## src/rtl/vpu_pkg.sv

```systemverilog
// Shared VPU types: operand width, compare condition codes and the unpacked
// floating-point classification used by the compare pipeline.
package vpu_pkg;

  localparam int OPERAND_WIDTH = 16;
  localparam int MAG_W         = OPERAND_WIDTH - 1;

  typedef logic [3:0] cmp_code_t;

  localparam cmp_code_t CMP_EQ = 4'b0001;
  localparam cmp_code_t CMP_LT = 4'b0010;
  localparam cmp_code_t CMP_GT = 4'b0100;
  localparam cmp_code_t CMP_UN = 4'b1000;

  typedef struct packed {
    logic             sign;
    logic             is_zero;
    logic             is_nan;
    logic             is_snan;
    logic [MAG_W-1:0] mag;
  } fp_class_t;

  // Magnitude-free view of a classification, carried between pipeline stages
  typedef struct packed {
    logic sign;
    logic is_zero;
    logic is_nan;
    logic is_snan;
  } fp_flags_t;

endpackage

```

## src/rtl/vpu_fp_classify.sv

```systemverilog
// Combinational unpack of one floating-point operand into sign, zero/NaN
// flags and the unsigned {exp,man} magnitude.
module vpu_fp_classify
  import vpu_pkg::*;
#(
  parameter int EXP_W = 8,
  parameter int MAN_W = 7
) (
  input  logic [EXP_W+MAN_W:0] data_i,
  output fp_class_t            class_o
);

  localparam int DATA_W = 1 + EXP_W + MAN_W;

  logic [EXP_W-1:0] exp_f;
  logic [MAN_W-1:0] man_f;

  assign exp_f = data_i[DATA_W-2:MAN_W];
  assign man_f = data_i[MAN_W-1:0];

  // A quiet NaN has the mantissa MSB set; any other NaN is signalling
  always_comb begin
    class_o         = '0;
    class_o.sign    = data_i[DATA_W-1];
    class_o.is_nan  = (&exp_f) && (|man_f);
    class_o.is_snan = (&exp_f) && (|man_f) && !man_f[MAN_W-1];
    class_o.is_zero = !(|exp_f) && !(|man_f);
    class_o.mag     = MAG_W'(data_i[DATA_W-2:0]);
  end

endmodule

```

## src/rtl/vpu_fp_cmp_core.sv

```systemverilog
// Floating-point compare responder: joins A/B operand beats (with one-entry
// pending registers) and returns {UN,GT,LT,EQ} two cycles after issue.
module vpu_fp_cmp_core
  import vpu_pkg::*;
#(
  parameter int EXP_W = 8,
  parameter int MAN_W = 7,
  localparam int DATA_W = 1 + EXP_W + MAN_W
) (
  input  logic              clk,
  input  logic              rst_n,
  input  logic              s_axis_a_tvalid,
  input  logic [DATA_W-1:0] s_axis_a_tdata,
  input  logic              s_axis_b_tvalid,
  input  logic [DATA_W-1:0] s_axis_b_tdata,
  output logic              m_axis_result_tvalid,
  output logic [3:0]        m_axis_result_tdata,
  output logic              m_axis_result_tuser,
  output logic              proto_err_o
);

  logic              a_pend_q, a_pend_d;
  logic              b_pend_q, b_pend_d;
  logic [DATA_W-1:0] a_hold_q, a_hold_d;
  logic [DATA_W-1:0] b_hold_q, b_hold_d;
  logic              proto_err_q, proto_err_d;

  logic              issue;
  logic [DATA_W-1:0] op_a, op_b;
  fp_class_t         cls_a, cls_b;

  logic              s1_valid_q, s1_valid_d;
  fp_flags_t         s1_a_q, s1_a_d;
  fp_flags_t         s1_b_q, s1_b_d;
  logic              s1_mag_gt_q, s1_mag_gt_d;
  logic              s1_mag_lt_q, s1_mag_lt_d;

  cmp_code_t         s2_code;
  logic              res_valid_q, res_valid_d;
  cmp_code_t         res_code_q, res_code_d;
  logic              res_user_q, res_user_d;

  // Join: a beat pairs with the bus or the other side's pending entry; an
  // unpaired beat lands in its own pending slot, flagging an overwrite.
  always_comb begin
    a_pend_d    = a_pend_q;
    b_pend_d    = b_pend_q;
    a_hold_d    = a_hold_q;
    b_hold_d    = b_hold_q;
    proto_err_d = 1'b0;
    issue       = 1'b0;
    op_a        = s_axis_a_tdata;
    op_b        = s_axis_b_tdata;
    if (s_axis_a_tvalid && s_axis_b_tvalid) begin
      issue = 1'b1;
    end else if (s_axis_a_tvalid) begin
      if (b_pend_q) begin
        issue    = 1'b1;
        op_b     = b_hold_q;
        b_pend_d = 1'b0;
      end else begin
        proto_err_d = a_pend_q;
        a_pend_d    = 1'b1;
        a_hold_d    = s_axis_a_tdata;
      end
    end else if (s_axis_b_tvalid) begin
      if (a_pend_q) begin
        issue    = 1'b1;
        op_a     = a_hold_q;
        a_pend_d = 1'b0;
      end else begin
        proto_err_d = b_pend_q;
        b_pend_d    = 1'b1;
        b_hold_d    = s_axis_b_tdata;
      end
    end
  end

  vpu_fp_classify #(.EXP_W(EXP_W), .MAN_W(MAN_W)) u_classify_a (
    .data_i  (op_a),
    .class_o (cls_a)
  );

  vpu_fp_classify #(.EXP_W(EXP_W), .MAN_W(MAN_W)) u_classify_b (
    .data_i  (op_b),
    .class_o (cls_b)
  );

  always_comb begin
    s1_valid_d  = issue;
    s1_a_d      = '{sign: cls_a.sign, is_zero: cls_a.is_zero,
                    is_nan: cls_a.is_nan, is_snan: cls_a.is_snan};
    s1_b_d      = '{sign: cls_b.sign, is_zero: cls_b.is_zero,
                    is_nan: cls_b.is_nan, is_snan: cls_b.is_snan};
    s1_mag_gt_d = cls_a.mag > cls_b.mag;
    s1_mag_lt_d = cls_a.mag < cls_b.mag;
  end

  // Sign-magnitude resolution: for two negatives the magnitude order flips
  always_comb begin
    s2_code     = CMP_EQ;
    res_valid_d = s1_valid_q;
    res_code_d  = res_code_q;
    res_user_d  = res_user_q;
    if (s1_a_q.is_nan || s1_b_q.is_nan) begin
      s2_code = CMP_UN;
    end else if (s1_a_q.is_zero && s1_b_q.is_zero) begin
      s2_code = CMP_EQ;
    end else if (s1_a_q.sign != s1_b_q.sign) begin
      s2_code = s1_a_q.sign ? CMP_LT : CMP_GT;
    end else if (s1_mag_gt_q) begin
      s2_code = s1_a_q.sign ? CMP_LT : CMP_GT;
    end else if (s1_mag_lt_q) begin
      s2_code = s1_a_q.sign ? CMP_GT : CMP_LT;
    end
    if (s1_valid_q) begin
      res_code_d = s2_code;
      res_user_d = s1_a_q.is_snan || s1_b_q.is_snan;
    end
  end

  always_ff @(posedge clk or negedge rst_n) begin
    if (!rst_n) begin
      a_pend_q    <= 1'b0;
      b_pend_q    <= 1'b0;
      a_hold_q    <= '0;
      b_hold_q    <= '0;
      proto_err_q <= 1'b0;
      s1_valid_q  <= 1'b0;
      s1_a_q      <= '0;
      s1_b_q      <= '0;
      s1_mag_gt_q <= 1'b0;
      s1_mag_lt_q <= 1'b0;
      res_valid_q <= 1'b0;
      res_code_q  <= '0;
      res_user_q  <= 1'b0;
    end else begin
      a_pend_q    <= a_pend_d;
      b_pend_q    <= b_pend_d;
      a_hold_q    <= a_hold_d;
      b_hold_q    <= b_hold_d;
      proto_err_q <= proto_err_d;
      s1_valid_q  <= s1_valid_d;
      s1_a_q      <= s1_a_d;
      s1_b_q      <= s1_b_d;
      s1_mag_gt_q <= s1_mag_gt_d;
      s1_mag_lt_q <= s1_mag_lt_d;
      res_valid_q <= res_valid_d;
      res_code_q  <= res_code_d;
      res_user_q  <= res_user_d;
    end
  end

  assign m_axis_result_tvalid = res_valid_q;
  assign m_axis_result_tdata  = res_code_q;
  assign m_axis_result_tuser  = res_user_q;
  assign proto_err_o          = proto_err_q;

endmodule

```

## config.mk

```make
export PLATFORM = sky130hd
export DESIGN_NAME = vpu_fp_cmp_core
export DESIGN_NICKNAME = d
export VERILOG_FILES = /design/src/rtl/vpu_pkg.sv /design/src/rtl/vpu_fp_classify.sv /design/src/rtl/vpu_fp_cmp_core.sv
export SDC_FILE = /design/constraint.sdc
export NUM_CORES = 1
export LEC_CHECK = 0
export ABC_AREA = 1
export BUFFER_PORTS_ARGS = -buffer_cell sky130_fd_sc_hd__buf_2
export CAP_MARGIN = 20
export CORE_MARGIN = 2
export CORE_UTILIZATION = 40
export CTS_BUF_LIST = sky130_fd_sc_hd__clkbuf_8
export DETAILED_ROUTE_END_ITERATION = 8
export PLACE_DENSITY = 0.61
export SLEW_MARGIN = 10
export SYNTH_ARGS = -nofsm -noshare
export SYNTH_HDL_FRONTEND = slang
export SYNTH_SLANG_ARGS = --single-unit
export TNS_END_PERCENT = 5
```

## constraint.sdc

```tcl
create_clock -name clk -period 5.1 [get_ports clk]
set_input_delay 0.51 -clock clk [delete_from_list [all_inputs] [get_ports clk]]
set_output_delay 0.51 -clock clk [all_outputs]
set_load 0.05 [all_outputs]
```

* Word level (Yosys, flattened, before mapping)
Index checks and enable logic that the tools add are counted.
Cells by class: order comparisons 2, equality and inequality tests 3, mux-type cells 30, bitwise operators 4, reduce and logical (&&, ||, !) cells 27
Operators with widths (number):
- two-way mux 16 bit | 7
- two-way mux 3 bit | 6
- two-way mux 1 bit | 16
- AND reduction 8 bit | 2
- OR reduction 8 bit | 2
- > comparator 15 bit | 1
- less-than comparator 15 bit | 1
- OR reduction 7 bit | 2
- AND reduction 3 bit | 3
- logical AND 1 bit | 8
- zero test 1 bit | 6
- two-way mux 4 bit | 1
- != test 2 bit (second input constant) | 2
- inverter 1 bit | 4
- AND reduction 4 bit | 1
- logical OR 1 bit | 2
- nonzero test 2 bit | 1
- != test 1 bit | 1
Storage, ports and cells: register bits after elaboration 52, bits of input ports 36, output and inout bits 7, logic and storage cells 85

* Longest topological paths before layout
Gate-level depths: netlist (run 1).
depth after elaboration 7, depth in mapped cells 13

* By module
From an unflattened synthesis (run 1), not the netlist that was laid out.
Second synthesis, totals: cells, all modules 434, area total of the unflattened synthesis 3392.0 µm²
Modules (own cells, without submodules):
- vpu_fp_cmp_core | times used 1, cells an instance 338, area each 2901.5 µm²
- vpu_fp_classify | times used 2, cells an instance 48, area each 245.2 µm²

* Worst setup path before layout (run 1)
Ideal clock, no wire load.
path type input -> register, start input port s_axis_a_tvalid, end register s1_mag_lt_q, library setup time 0.119 ns, data arrival time 1.815 ns, data required time 4.981 ns, slack 3.166 ns, stages 12, path buffers 1, cells stage by stage inv_1 > nand3_1 > buf_2 > o21ai_0 > inv_1 > ha_1 > nand2_1 > o21ai_0 > nand2_1 > nand3_1 > nand2_1 > and2_1
On the way: longest elaborated chain between the ends 3, elaborated cells on any way between the ends 6, those cells by class 1 x order compare; 4 x mux; 1 x reduce/logical
RTL lines:
- start: declaration | RTL line vpu_fp_cmp_core.sv:12 | input logic s_axis_a_tvalid,
- two-way mux 16 bit / logical AND 1 bit (equally long branches) | RTL line vpu_fp_cmp_core.sv:56, vpu_fp_cmp_core.sv:54
- two-way mux 16 bit | RTL line vpu_fp_cmp_core.sv:54 | if (s_axis_a_tvalid && s_axis_b_tvalid) begin
- less-than comparator 15 bit (*) | RTL line vpu_fp_cmp_core.sv:96 | s1_mag_lt_d = cls_a.mag < cls_b.mag;
- via s1_mag_lt_d | RTL line vpu_fp_cmp_core.sv:36 | logic s1_mag_lt_q, s1_mag_lt_d;
- end signal: assignment | RTL line vpu_fp_cmp_core.sv:147 | s1_mag_lt_q <= s1_mag_lt_d;
- end: declaration | RTL line vpu_fp_cmp_core.sv:36
The timed path passes the listed nets; every way through them passes the cells marked *. A chain may end at the register's enable or synchronous reset.

* Worst setup path in the final report (run 1)
Same ends and word-level chain as after synthesis.

==> impl_metrics.ini, run 1 <==
[pwr]
p_leak_uw = 0.00189
pwr_density_cell_mw_per_mm2 = 326
ir_worst_vdd_mv = 0.122

[outcome]
status = complete, no violations

[detailed_routing]
drt-initial-drc-count = 108
detail-route-antenna-nets = 0
dr.pass1.iters = 4
vias = 2510
wl_um = 5890
drc = 0
avgViaCountPerCell = 4.56
wire_per_inst_um = 10.7

[clocking]
cts_resized = 0
cts_hold_buf = 0
cts-root-buf = clkbuf_8
numCtsBuffers = 5
post_cts_buffers = 0
ctsHtreeMaxLevel = 2
cts_tree = built
clk_latency_ns = 0.31
clk_pin_slew_worst_paths_ns = 0.09
cts_sinks = 52
cts.path.max_buffers = 2

[global_route]
grt_pass1_wl_um = 10300
antenna_found_initial = 0
grt.busiest_layer = met2
grt_max_degree = 53
gr-total-overflow = 0
grt_pass1_vias = 2357
use_met3 = 0.0311
gr-usage-met2 = 0.295
grt_util_all_layers = 0.165
gr-usage-met1 = 0.204

[critical_path]
arrival_ns = 2.56
endpoint_kind = flop
rrSetupSlack_ns = 2.77
critPathRequiredTime_ns = 5.31
startpoint_type = input port
cp_max_fo = 20
criticalPathCategory = in -> reg

[yosys]
syn_nets = 463
synth_compound_area_frac = 0.123
synth.distinct_cells = 20
ys_seq_area_frac = 0.444
synth_top_family_by_area = simple AND/OR/NAND/NOR gates
synth_fa_ha_area_frac = 0.0640
synth_warnings = 0
synth-simple-area-share = 0.249
synthMuxAreaShare = 0
synthXorXnorAreaFrac = 0
ys_ff_latch = 52
syn_area_per_cell_um2 = 7.11
syn_area_mm2 = 0.00293
synthCells = 412

[die]
io_pins = 43
core.rowCount = 31
die_h_um = 89.6
core_area_mm2 = 0.00718
die_w_um = 89.6
initial_core_util = 0.408
die-area_mm2 = 0.00803

[hold_path]
min_path_type = in -> async

[placed_design]
dp_hpwl_um = 4510
gp_congestion = 0.774
dp_cells = 543
post-place-ws_ns = 2.42
io_buffers = 42
placed_area_mm2 = 0.00322

[sta]
relSlewSlack = 0.408
fin_crit_sh = 0.461
rsz0062_at_grt = false
worst_pin_slew_ns = 0.885
fin_tns_setup_ns = 0
skew_ns = 0.00613
final_max_slew_viol_count = 0
fmax_mhz = 425
fin_ws_ns = 2.75
min_period_ns = 2.35
hold_violations = 0
setup_viol = 0

[final_layout]
mostFrequentLayoutCells = 137 x nand2_1, 79 x inv_1, 52 x o21ai_0, 52 x dfrtp_1, 42 x buf_2
utilization = 0.461
nNetsFinal = 502
final_common_cell = nand2_1
diodes = 0
area_delta_synth_final_pct = 12.9
drive_above_1_share = 0.119
design_area_mm2 = 0.00331
instances_no_fill = 551

[run]
maxCapViolations = 0
## cells by family after synthesis
| kind of cell | Yosys count |
|---|---|
| buffers and inverters | 90 |
| adder cells (fa/ha/maj) | 15 |
| flip-flops | 52 |
| AND/OR/NAND/NOR | 185 |
| AO/OA/AOI/OAI | 70 |
## layout make-up
type	count	area, um2
Multi-Input combinational cell	270	1280
Tap cell	99	124
Timing Repair Buffer	43	218
Fill cell	766	3870
Clock inverter	2	10.0
Sequential cell	52	1300
Inverter	79	297
Clock buffer	6	82.6
## synth_stat cells, drive strengths merged
cell type    n  area, um2
nand2      137        514
inv         79        297
dfrtp       52       1300
o21ai       52        260
nor2        33        129
ha          15        188
a21oi       13       65.1
nand3        8       45.0
clkbuf       6       22.5
buf          5       32.5
nand4        3       18.8
nor3         3       15.0
o22ai        2       12.5
and2         1       6.26
o211ai       1       7.51
o21a         1       7.51
o32ai        1       8.76
## path summary, 6_finish.rpt
path	from	cells past startpoint	endpoint
max in group asynchronous	rst_n	2	a_hold_q[8]
worst max-delay path	s_axis_a_tvalid	12	s1_mag_lt_q
worst min-delay path	rst_n	2	a_hold_q[10]
worst min register to register	a_hold_q[3]	2	a_hold_q[3]
worst max register to register	a_pend_q	10	s1_mag_lt_q
min in group clk	s_axis_b_tdata[0]	3	b_hold_q[0]
## sequential cells by signal (all words and copies together), names as in the netlist
register              flops
a_hold_q                 16
b_hold_q                 16
m_axis_result_tdata       4
s1_a_q                    4
s1_b_q                    4
a_pend_q                  1
b_pend_q                  1
m_axis_result_tuser       1
m_axis_result_tvalid      1
proto_err_o               1
res_valid_d               1
s1_mag_gt_q               1
s1_mag_lt_q               1
## worst max-delay path, cell delays in order
cell,delay [ns]
buf_2,0.14
inv_1,0.09
nand3_1,0.46
o21ai_0,0.43
inv_1,0.08
ha_1,0.32
nand2_1,0.05
o21ai_0,0.14
nand2_1,0.07
nand3_1,0.06
nand2_1,0.06
and2_1,0.14
## layer usage
layer | vias to the layer above | share of wire
li1 | 1332 | -
met1 | 1140 | 0.47
met2 | 34 | 0.49
met3 | 4 | 0.028
met4 | 0 | 0.0092
met5 | - | 0
## report_power, final
group / internal, uW / total [uW] / switching, uW
Combinational: 99.7 / 294 / 195
Sequential: 494 / 541 / 46.5
Clock: 109 / 245 / 136
## per-stage QoR
| stage | hold WS, ns | power (uW) |
|---|---|---|
| 6_report | 0.317 | 1080 |
| 5_1_grt | 0.378 | 1170 |
| 4_1_cts | 0.345 | 1090 |
| 3_5_place_dp | 0.472 | 847 |
| 3_3_place_gp | 0.463 | 836 |
| 2_1_floorplan | 0.214 | 762 |
No activity file was read; power rests on OpenSTA's default activity.
==> run 2, diff against run 1 <==
Settings changed: PLACE_DENSITY 0.61 to 0.64.
Clock period 5.1 ns to 2.1 ns, I/O delays scaled along.
==> run 2 against run 1 <==
Against the previous run: non-clock buffer count is 10 higher; clock power rose to 2.9 times the previous value; global-route usage up 0.54 points; via count increased by 1.1%; sequential share of layout area down 1.5 points; combinational power rose to 2.5 times the previous value; sequential power increased by 140%; register-to-register slack worse by 2.6 ns; flip-flop and latch count unchanged; clock skew is essentially flat; total power rose to 2.6 times the previous value.
==> impl_metrics.ini, run 2 (synthesis results as in run 1) <==
[global_route]
antenna_found_initial = 0
grt_pass1_wl_um = 10600
grt_pass1_vias = 2424
grt_util_all_layers = 0.170
grt_max_degree = 34
gr-total-overflow = 0

[sta]
fin_ws_ns = 0.200
rsz0062_at_grt = false
relSlewSlack = 0.750
hold_violations = 0
min_period_ns = 1.90
fin_tns_setup_ns = 0
final_max_slew_viol_count = 0
worst_pin_slew_ns = 0.374
fmax_mhz = 526
skew_ns = 0.00573
setup_viol = 0
fin_crit_sh = 0.905

[detailed_routing]
avgViaCountPerCell = 4.52
dr.pass1.iters = 4
drc = 0
wire_per_inst_um = 10.6
wl_um = 5940
drt-initial-drc-count = 105
detail-route-antenna-nets = 0
vias = 2537

[pwr]
p_clk_frac = 0.255
power_frac_seq = 0.474
pwr_density_cell_mw_per_mm2 = 801
power.switching_uw = 932
ir_worst_vdd_mv = 0.414
switching_share = 0.338
intPower_uw = 1830
p_leak_uw = 0.00195
power_frac_comb = 0.271

[outcome]
status = complete, no violations

[critical_path]
arrival_ns = 2.10
endpoint_kind = flop
startpoint_type = flop
cp_max_fo = 15
critPathRequiredTime_ns = 2.30
criticalPathCategory = reg -> reg

[final_layout]
top_regs = a_hold_q x16, b_hold_q x16
area_delta_synth_final_pct = 17.5
diodes = 0
final_common_cell = nand2_1
utilization = 0.480
nNetsFinal = 512
drive_above_1_share = 0.139
mostFrequentLayoutCells = 137 x nand2_1, 79 x inv_1, 52 x dfrtp_1

[die]
die_h_um = 89.6
core_area_mm2 = 0.00718
die_w_um = 89.6
io_pins = 43
initial_core_util = 0.408
core.rowCount = 31
die-area_mm2 = 0.00803

[clocking]
cts.path.max_buffers = 2
post_cts_buffers = 0
cts_tree = built
numCtsBuffers = 5
ctsHtreeMaxLevel = 2
cts_sinks = 52
cts-root-buf = clkbuf_8
clk_latency_ns = 0.31
clk_pin_slew_worst_paths_ns = 0.10

[placed_design]
post-place-ws_ns = 0.0230
gp_congestion = 0.811
dp_hpwl_um = 4760
io_buffers = 42

[hold_path]
min_path_type = in -> reg

[run]
maxCapViolations = 0
-- run 2: cell count changes in the layout (fill, tap and decap cells not counted), moves of 2 or more --
cell      before  now
buf_4          1    7
buf_12         0    2
clkinv_2       2    0
clkinv_4       0    2
-- run 2: per-stage QoR --
step | total power (uW) | hold slack [ns] | instance area, um2 | instances
floorplan | 1850 | -0.0856 | 2930 | 412
global placement | 2050 | 0.151 | 3310 | 552
detailed placement | 2080 | 0.154 | 3310 | 552
CTS | 2800 | 0.154 | 3440 | 561
global route | 2990 | 0.161 | 3440 | 561
finish | 2760 | 0.161 | 3440 | 561
-- run 2: power groups by stage --
stage	clock [uW]	combinational, uW	sequential [uW]
floorplan	0	439	1410
global placement	0	733	1320
detailed placement	0	754	1330
CTS	731	757	1310
global route	767	879	1340
finish	702	747	1310
-- run 2: final timing paths --
path,from,to,slack [ns],depth (start not counted)
setup / recovery,a_pend_q,s1_mag_lt_q,0.20,11
hold / removal,s_axis_a_tdata[15],s1_a_q[3],0.16,3
setup reg to reg,a_pend_q,s1_mag_lt_q,0.20,11
hold reg to reg,b_hold_q[2],b_hold_q[2],0.49,2
max in group asynchronous,rst_n,b_hold_q[6],1.17,3
min in group asynchronous,rst_n,s1_a_q[3],0.34,2
-- run 2: final cells by class --
class / instances / area, um2
multi-input cells: 270 / 1280
inverters: 79 / 297
fillers: 737 / 3730
flip-flops and latches: 52 / 1300
clock inverters: 3 / 47.5
repair buffers: 53 / 324
well taps: 99 / 124
clock buffers: 5 / 68.8
-- run 2: repair_timing --
item                                    4_1_cts  5_1_grt
endpoints found under the setup margin        0        2
hold buffers                                  1        0
endpoints found under the hold margin        15        0
resized for setup                             0        3
-- run 2: layer usage --
metal  GRT usage  share of wire  wire [um]  vias up
li1            -              -          -     1357
met1       0.223           0.47       2770     1141
met2       0.293           0.50       2960       33
met3      0.0283          0.024        145        6
met4      0.0448          0.011         68        0
met5           0              0          0        -
-- run 2: worst max-delay path: stages, from the launching register on --
cell     delay [ns]
dfrtp_1        0.42
nand2_1        0.08
nor2_2         0.14
buf_12         0.15
nand2_1        0.05
nand2_1        0.07
inv_1          0.06
ha_1           0.31
nand4_1        0.16
a21oi_1        0.15
nor2_1         0.06
and2_1         0.15
==> run 3, diff against run 2 <==
Settings changed: PLACE_DENSITY 0.64 to 0.63, SYNTH_HIERARCHICAL set to 1, TNS_END_PERCENT 5 to not set.
==> run 3 against run 2 <==
Against the previous run: core utilization decreased by 4.4 points; global-route usage down 2.9 points; non-clock buffer count decreased by 2; count of clock-buffer cells in the layout grew 1; first-iteration DRC count fell by 36%; clock power down 19%; critical endpoint is now s1_mag_gt_q; largest power group unchanged; cell area increased by 4.0%.
==> impl_metrics.ini, run 3 <==
[sta]
hold_violations = 0
fmax_mhz = 513
relSlewSlack = 0.614
min_period_ns = 1.95
fin_crit_sh = 0.928
worst_pin_slew_ns = 0.578
rsz0062_at_grt = false
setup_viol = 0
skew_ns = 0.00770
final_max_slew_viol_count = 0
fin_tns_setup_ns = 0

[critical_path]
cp_max_fo = 16
startpoint_type = flop
criticalPathCategory = reg -> reg
critPathRequiredTime_ns = 2.28
endpoint_kind = flop
rrSetupSlack_ns = 0.15
arrival_ns = 2.13

[yosys]
async_reset_ff_frac = 1.00
synth_top_area_cell = dfrtp_1
synth_area_leaders = dfrtp_1 38%, nand2_1 9.6%, inv_1 9.1%
synthCells = 434
synth_edf_count = 0
ys_seq_area_frac = 0.384
synth_top_area_share = 0.384
ys_ff_latch = 52
syn_area_mm2 = 0.00339
synth.distinct_cells = 22
dominantRegCellSynth = dfrtp_1
synth.top_cells.by_count = 87 x nand2_1, 82 x inv_1, 53 x nor2_1, 52 x dfrtp_1
syn_nets = 485
syn_area_per_cell_um2 = 7.82
synth_warnings = 6
synth.most_common_cell = nand2_1

[outcome]
status = complete, no violations

[die]
core.rowCount = 33
initial_core_util = 0.413
die_w_um = 96.1
core_area_mm2 = 0.00822
die-area_mm2 = 0.00923
io_pins = 43
die_h_um = 96.1

[final_layout]
top_regs = a_hold_q x16, b_hold_q x16
area_delta_synth_final_pct = 5.61
nNetsFinal = 500
diodes = 0
mostFrequentLayoutCells = 87 x nand2_1, 84 x inv_1, 52 x nor2_1
design_area_mm2 = 0.00358
register_area_mm2 = 0.00130
drive_above_1_share = 0.247
multiInputGateArea_mm2 = 0.00145
fillCellCount = 832
final_common_cell = nand2_1

[global_route]
grt_util_all_layers = 0.141
grt_pass1_vias = 2279
gr-total-overflow = 0
grt_max_degree = 35
grt_pass1_wl_um = 10100
antenna_found_initial = 0

[detailed_routing]
wl_um = 6180
avgViaCountPerCell = 4.47
wire_per_inst_um = 11.1
vias = 2480
detail-route-antenna-nets = 0
drc = 0
dr.pass1.iters = 4
drt-initial-drc-count = 67

[clocking]
ctsHtreeMaxLevel = 2
cts.path.max_buffers = 2
cts_tree = built
clk_latency_ns = 0.30
clk_pin_slew_worst_paths_ns = 0.09
numCtsBuffers = 5
cts-root-buf = clkbuf_8
cts_sinks = 52

[pwr]
ir_worst_vdd_mv = 0.311
p_leak_uw = 0.00206
pwr_density_cell_mw_per_mm2 = 783

[run]
maxCapViolations = 0

[placed_design]
io_buffers = 42
placed_area_mm2 = 0.00342
dp_hpwl_um = 4660
gp_congestion = 0.759

[hold_path]
min_path_type = in -> reg
run 3: cells by family (layout without fill, tap and decap cells):
group	after synthesis	after routing	share of synthesized area
AO/OA/AOI/OAI	83	83	0.163
buffers and inverters	128	143	0.204
adder cells (fa/ha/maj)	15	15	0.0553
AND/OR/NAND/NOR	156	157	0.194
flip-flops	52	52	0.384
run 3: critical path, stage by stage, from the launching register on:
cell and delay [ns]:
dfrtp_2 0.49, nand2_4 0.18, a21oi_1 0.30, inv_1 0.08
ha_1 0.29, nand2_1 0.07, nand2_1 0.05, nand2_1 0.05
nand2_1 0.04, a21oi_1 0.19, a21oi_2 0.09
run 3: path summary, 6_finish.rpt:
kind | startpoint | to | depth (start not counted)
max reg2reg | b_pend_q | s1_mag_gt_q | 10
min | s_axis_a_tdata[11] | a_hold_q[11] | 3
max | b_pend_q | s1_mag_gt_q | 10
min reg2reg | res_valid_d | m_axis_result_tvalid | 0
max in group asynchronous | rst_n | b_pend_q | 3
min in group asynchronous | rst_n | a_hold_q[7] | 2
run 3: timing repair:
| item | in CTS | in global routing |
|---|---|---|
| setup endpoints to repair | 0 | 2 |
| endpoints found under the hold margin | 25 | 0 |
| gates resized for setup | 0 | 9 |
| setup buffers | 0 | 2 |
| hold buffers | 1 | 0 |
run 3: metal layers:
metal / part of all wire / GRT usage / wire length, um
met5: 0 / 0 / 0
met4: 0.0089 / 0.0464 / 55
met3: 0.022 / 0.0258 / 133
met2: 0.52 / 0.249 / 3200
met1: 0.45 / 0.173 / 2790
run 3: stage by stage:
| stage | hold WS [ns] | utilization | total power, uW | setup slack (ns) | cells |
|---|---|---|---|---|---|
| 2_1_floorplan | -0.0856 | - | 2120 | 0.213 | 434 |
| 3_3_place_gp | 0.248 | 0.416 | 2200 | 0.0565 | 543 |
| 3_5_place_dp | 0.249 | 0.416 | 2230 | 0.0256 | 543 |
| 4_1_cts | 0.152 | 0.428 | 2820 | 0.00875 | 552 |
| 5_1_grt | 0.163 | 0.436 | 3030 | 0.000879 | 555 |
| 6_report | 0.164 | 0.436 | 2810 | 0.150 | 555 |
run 3: where the power goes:
part           internal [uW]  switching [uW]  total, uW
clock                    260             311        571
combinational            330             562        891
sequential              1220             128       1340
run 3: cell type report:
class                   instances  area share
clock buffers                   6      0.0231
clock inverters                 2     0.00210
inverters                      84      0.0880
multi-input cells             255       0.405
flip-flops and latches         52       0.364
well taps                     105      0.0367
repair buffers                 51      0.0817
